==> src/rtl/fft_source_reader.sv <==
// Avalon-ST sink for FFT output frames: per-bin power stream, per-frame peak
// search and framing-error flag.
module fft_source_reader #(
    parameter int unsigned FFT_LEN = 1024,
    parameter int unsigned IN_W    = 14,
    parameter int unsigned BIN_W   = 10
) (
    input  logic                    clk,
    input  logic                    reset_n,
    input  logic                    source_valid,
    input  logic                    source_sop,
    input  logic                    source_eop,
    input  logic signed [IN_W-1:0]  source_real,
    input  logic signed [IN_W-1:0]  source_imag,
    output logic                    source_ready,
    input  logic                    hold,
    output logic [2*IN_W-1:0]       power_o,
    output logic [BIN_W-1:0]        power_bin,
    output logic                    power_valid,
    output logic [BIN_W-1:0]        peak_bin,
    output logic [2*IN_W-1:0]       peak_power,
    output logic                    frame_done,
    output logic                    frame_err
);

    localparam int unsigned        PW       = 2 * IN_W;
    localparam logic [BIN_W-1:0]   LAST_BIN = BIN_W'(FFT_LEN - 1);

    typedef enum logic [1:0] {IDLE, COLLECT, REPORT} state_e;

    state_e             state_q, state_d;
    logic [BIN_W-1:0]   cnt_q, cnt_d;
    logic               err_q, err_d;

    logic               acc_c;
    logic               proc_c;
    logic               first_c;
    logic               last_c;
    logic [BIN_W-1:0]   bin_c;

    logic signed [PW-1:0] re_ext_c, im_ext_c, re_sq_c, im_sq_c;

    logic [PW-1:0]      s1_re_sq_q, s1_im_sq_q;
    logic [BIN_W-1:0]   s1_bin_q;
    logic               s1_valid_q, s1_first_q, s1_last_q;

    logic [PW-1:0]      power_q;
    logic [BIN_W-1:0]   power_bin_q;
    logic               power_valid_q, s2_first_q, s2_last_q;

    logic [PW-1:0]      run_pow_q;
    logic [BIN_W-1:0]   run_bin_q;
    logic               run_upd_c;

    logic [BIN_W-1:0]   peak_bin_q;
    logic [PW-1:0]      peak_pow_q;
    logic               frame_done_q;

    // REPORT blocks one beat so the next sop cannot land on the reporting cycle.
    assign source_ready = ~hold && (state_q != REPORT);
    assign acc_c        = source_valid && source_ready;

    always_ff @(posedge clk or negedge reset_n) begin
        if (!reset_n) begin
            state_q <= IDLE;
            cnt_q   <= '0;
            err_q   <= 1'b0;
        end else begin
            state_q <= state_d;
            cnt_q   <= cnt_d;
            err_q   <= err_d;
        end
    end

    always_comb begin
        state_d = state_q;
        cnt_d   = cnt_q;
        err_d   = err_q;
        proc_c  = 1'b0;
        first_c = 1'b0;
        last_c  = 1'b0;
        bin_c   = cnt_q;
        unique case (state_q)
            IDLE: begin
                if (acc_c) begin
                    if (source_sop) begin
                        state_d = COLLECT;
                        cnt_d   = BIN_W'(1);
                        err_d   = 1'b0;
                        proc_c  = 1'b1;
                        first_c = 1'b1;
                        bin_c   = '0;
                    end else begin
                        err_d = 1'b1;
                    end
                end
            end
            COLLECT: begin
                if (acc_c) begin
                    proc_c = 1'b1;
                    if (source_sop) begin
                        err_d   = 1'b1;
                        cnt_d   = BIN_W'(1);
                        first_c = 1'b1;
                        bin_c   = '0;
                    end else begin
                        cnt_d = cnt_q + BIN_W'(1);
                        if (source_eop && cnt_q == LAST_BIN) begin
                            state_d = REPORT;
                            last_c  = 1'b1;
                            cnt_d   = '0;
                        end else if (source_eop || cnt_q == LAST_BIN) begin
                            state_d = IDLE;
                            err_d   = 1'b1;
                            cnt_d   = '0;
                        end
                    end
                end
            end
            REPORT: begin
                state_d = IDLE;
            end
            default: begin
                state_d = IDLE;
            end
        endcase
    end

    assign re_ext_c = PW'(source_real);
    assign im_ext_c = PW'(source_imag);
    assign re_sq_c  = re_ext_c * re_ext_c;
    assign im_sq_c  = im_ext_c * im_ext_c;

    // Two-stage power pipeline; first/last tags travel with each bin.
    always_ff @(posedge clk or negedge reset_n) begin
        if (!reset_n) begin
            s1_re_sq_q    <= '0;
            s1_im_sq_q    <= '0;
            s1_bin_q      <= '0;
            s1_valid_q    <= 1'b0;
            s1_first_q    <= 1'b0;
            s1_last_q     <= 1'b0;
            power_q       <= '0;
            power_bin_q   <= '0;
            power_valid_q <= 1'b0;
            s2_first_q    <= 1'b0;
            s2_last_q     <= 1'b0;
        end else begin
            s1_valid_q    <= proc_c;
            s1_first_q    <= proc_c && first_c;
            s1_last_q     <= proc_c && last_c;
            if (proc_c) begin
                s1_re_sq_q <= re_sq_c;
                s1_im_sq_q <= im_sq_c;
                s1_bin_q   <= bin_c;
            end
            power_valid_q <= s1_valid_q;
            s2_first_q    <= s1_valid_q && s1_first_q;
            s2_last_q     <= s1_valid_q && s1_last_q;
            if (s1_valid_q) begin
                power_q     <= s1_re_sq_q + s1_im_sq_q;
                power_bin_q <= s1_bin_q;
            end
        end
    end

    // Strict compare: on ties the earlier (lower) bin is kept.
    assign run_upd_c = power_valid_q && (s2_first_q || (power_q > run_pow_q));

    always_ff @(posedge clk or negedge reset_n) begin
        if (!reset_n) begin
            run_pow_q    <= '0;
            run_bin_q    <= '0;
            peak_pow_q   <= '0;
            peak_bin_q   <= '0;
            frame_done_q <= 1'b0;
        end else begin
            if (run_upd_c) begin
                run_pow_q <= power_q;
                run_bin_q <= power_bin_q;
            end
            frame_done_q <= power_valid_q && s2_last_q;
            if (power_valid_q && s2_last_q) begin
                peak_pow_q <= run_upd_c ? power_q     : run_pow_q;
                peak_bin_q <= run_upd_c ? power_bin_q : run_bin_q;
            end
        end
    end

    assign power_o     = power_q;
    assign power_bin   = power_bin_q;
    assign power_valid = power_valid_q;
    assign peak_bin    = peak_bin_q;
    assign peak_power  = peak_pow_q;
    assign frame_done  = frame_done_q;
    assign frame_err   = err_q;

endmodule

==> config.mk <==
export PLATFORM = sky130hd
export DESIGN_NAME = fft_source_reader
export DESIGN_NICKNAME = d
export VERILOG_FILES = /design/src/rtl/fft_source_reader.sv
export SDC_FILE = /design/constraint.sdc
export NUM_CORES = 1
export LEC_CHECK = 0
export BUFFER_PORTS_ARGS = -buffer_cell sky130_fd_sc_hd__buf_2
export CELL_PAD_IN_SITES_DETAIL_PLACEMENT = 1
export CELL_PAD_IN_SITES_GLOBAL_PLACEMENT = 1
export CORE_MARGIN = 1.5
export CORE_UTILIZATION = 30
export CTS_CLUSTER_SIZE = 10
export DETAILED_ROUTE_END_ITERATION = 8
export PLACE_DENSITY_LB_ADDON = 0.2
export SYNTH_ARGS = -nofsm -noshare
export SYNTH_HDL_FRONTEND = slang
export SYNTH_SLANG_ARGS = --single-unit
==> constraint.sdc <==
create_clock -name clk -period 3.6 [get_ports clk]
set_input_delay 0.72 -clock clk [delete_from_list [all_inputs] [get_ports clk]]
set_output_delay 0.72 -clock clk [all_outputs]
set_load 0.1 [all_outputs]
==> flow_metrics.py <==
metrics = {
    "setup_path": {
        "cp_slowest_cell": "fa_1",
        "max_stage_delay_ns": 0.59,
        "cpLargestDelayFamily": "adder cells",
        "worst_path_most_repeated_cell": "fa_1",
        "worstPathMaxFanout": 5,
        "crit_buf_inv": 6,
        "rr_endpoint": "peak_power[2]",
        "r2r-start": "power_o[18]",
        "r2r_slack_ns": 0.43,
        "crit_arrival_ns": 5.96,
        "worstSetupPathType": "primary input to flop",
        "crit_required_ns": 3.91,
        "cp-end-kind": "flop",
        "path_cells": "buf_8 > buf_12 > clkinvlp_4 > nor2_2 > xnor2_1 > ha_1 > fa_1 > fa_1 > fa_1 > fa_1 > inv_1 > fa_1 > inv_2 > ha_4 > a21oi_4 > o21ai_2 > a31oi_2 > a21boi_2 > o31ai_4 > buf_4 > nor3_2 > nor2_1 > xnor2_1 > a21oi_1",
        "critPathLaunchType": "primary input",
        "critPathLaunch": "source_real[13]",
        "worst_r2r_path_depth": 9,
        "path_depth": 24,
    },
    "placement": {
        "placed_area_um2": 27400,
        "gp_congestion": 0.800,
        "portBuffers": 113,
        "dpl.hpwl_mm": 50.8,
    },
    "global_routing": {
        "grt-ovfl-total": 0,
        "grt_pass1_vias": 20000,
        "grt_pass1_wl_mm": 103,
        "grt_max_degree": 84,
        "grt_usage": 0.163,
        "grt_antenna_before_repair": 0,
    },
    "clocking": {
        "cts_tree": "built",
        "cts_root_buf": "clkbuf_16",
        "cts_max_level": 4,
        "cts_buffer_depth": 2,
        "cts.sink_count": 198,
        "clock_latency_ns": 0.45,
        "cts_buffers": 17,
        "clk_pin_slew_ns": 0.07,
    },
    "yosys": {
        "syn_avg_cell_area_um2": 9.71,
        "synth_edf_count": 0,
        "synth_ff_type": "dfrtp_1",
        "syn_area_um2": 22700,
        "synth_warnings": 0,
        "ys_seq_elements": 198,
        "synth_cells": 2342,
        "seq_area_frac_synth": 0.218,
        "synth.distinct_cells": 62,
        "synthArstFlopShare": 1.00,
        "synth_fp_nets": 2911,
    },
    "drt": {
        "viasPerCell": 4.54,
        "antenna_left": 0,
        "drc": 0,
        "drt_iter0_drc": 512,
        "vias": 17100,
        "wl_per_cell_um": 16.1,
        "finalWirelength_mm": 60.7,
        "firstDrtPassIters": 4,
    },
    "sta": {
        "max_slew_margin": 0.408,
        "skew_ns": 0.0132,
        "rsz0062_at_grt": "yes",
        "finalSetupViolCount": 44,
        "max_slew.worst_pin.slew_ns": 0.888,
        "slew_viol_final": 0,
        "timing.fmax_mhz": 177,
        "fin_crit_ns": 5.64,
        "min_period_over_period": 1.57,
        "finalHoldViolations": 0,
        "timing.final.ws_setup_ns": -2.04,
    },
    "status": {
        "status": "complete, but fails checks",
        "violations": "setup timing",
    },
    "floorplanning": {
        "die_h_um": 278,
        "coreArea_um2": 74700,
        "start_util": 0.304,
        "rows": 100,
        "ios": 114,
        "die_w_um": 278,
        "die-area_um2": 77500,
    },
    "final_layout": {
        "nNetsFinal": 3362,
        "layout_common_cells": "453 x inv_1, 327 x fa_1, 326 x buf_4, 212 x nand2_1, 197 x dfrtp_1",
        "drive_above_1_share": 0.328,
        "n_antenna_cell": 0,
        "postLayoutCellArea_um2": 30200,
        "final_common_cell": "inv_1",
        "area_delta_synth_final_pct": 32.6,
    },
    "run": {
        "maxCapViolCount": 0,
    },
    "worst_hold_path": {
        "min_path_type": "primary input to async pin",
    },
}
==> Yosys cell counts (20+ instances only) <==
cell type | number | area share
a21o_1 | 27 | 0.0089
mux2i_1 | 44 | 0.019
and2_1 | 79 | 0.022
inv_1 | 510 | 0.084
nand2_1 | 249 | 0.041
a21oi_1 | 102 | 0.022
xor2_1 | 41 | 0.016
ha_1 | 187 | 0.10
o21ai_0 | 85 | 0.019
fa_1 | 348 | 0.31
xnor2_1 | 61 | 0.023
nor2b_1 | 20 | 0.0055
o21ai_1 | 23 | 0.0051
clkbuf_1 | 51 | 0.0084
mux2_2 | 62 | 0.031
dfrtp_1 | 198 | 0.22
nor2_1 | 86 | 0.014
==> layout make-up <==
cell class | count | area, um2
timing repair buffer | 499 | 4100
multi-input combinational | 1566 | 17300
sequential | 198 | 4960
clock buffer | 19 | 443
clock inverter | 13 | 183
tap | 969 | 1210
fill | 8322 | 44500
inverter | 511 | 1940
==> flip-flops by register name, summed over array words and instances (netlist names), 2 cells and up <==
name / cells
cnt_q: 10
peak_bin: 10
peak_power: 28
power_bin: 10
power_o: 28
run_bin_q: 10
run_pow_q: 28
s1_bin_q: 10
s1_im_sq_q: 27
s1_re_sq_q: 27
state_q: 2
==> timing repair <==
action | CTS | global route
setup buffers | 48 | 27
cloned | 1 | 1
setup endpoints to repair | 46 | 45
pin swaps | 137 | 109
gates resized for setup | 247 | 136
hold buffers | 0 | 0
==> cells by family after synthesis <==
| logic type | count (synthesis) | share of synthesized area |
|---|---|---|
| XOR/XNOR | 102 | 0.0393 |
| AND/OR/NAND/NOR | 514 | 0.104 |
| adder cells (fa/ha/maj) | 535 | 0.409 |
| multiplexers | 110 | 0.0521 |
| flip-flops | 198 | 0.218 |
| AO/OA/AOI/OAI | 305 | 0.0790 |
| buffers and inverters | 578 | 0.0984 |
==> routing by layer <==
metal  up-vias  routed length, um  GRT usage
li1       8152                  -          -
met1      8799              27000      0.208
met2       147              32000      0.304
met3        30               1260     0.0151
met4         0                485     0.0223
met5         -                  0          0
==> worst max path at each step <==
stage / end / slack, ns
after floorplan: s1_re_sq_q[24] / -2.29
after global placement: s1_im_sq_q[26] / -2.69
after detailed placement: s1_im_sq_q[26] / -2.83
after CTS: s1_im_sq_q[27] / -2.05
after global routing: s1_im_sq_q[23] / -2.25
final: s1_re_sq_q[23] / -2.04
==> through the flow <==
stage	setup slack, ns	std cells	util	TNS (ns)	hold WS [ns]
after floorplan	-2.29	2342	-	-72.10	0.406
after CTS	-2.05	3761	0.395	-70.52	0.342
after global placement	-2.69	3683	0.367	-97.79	0.446
final	-2.04	3775	0.404	-70.55	0.316
after global routing	-2.25	3775	0.404	-77.61	0.357
after detailed placement	-2.83	3683	0.367	-100.64	0.441
Power is left out: the tool's default activity adds up to more than one toggle a clock period on the data nets, which glitch-free logic cannot reach.
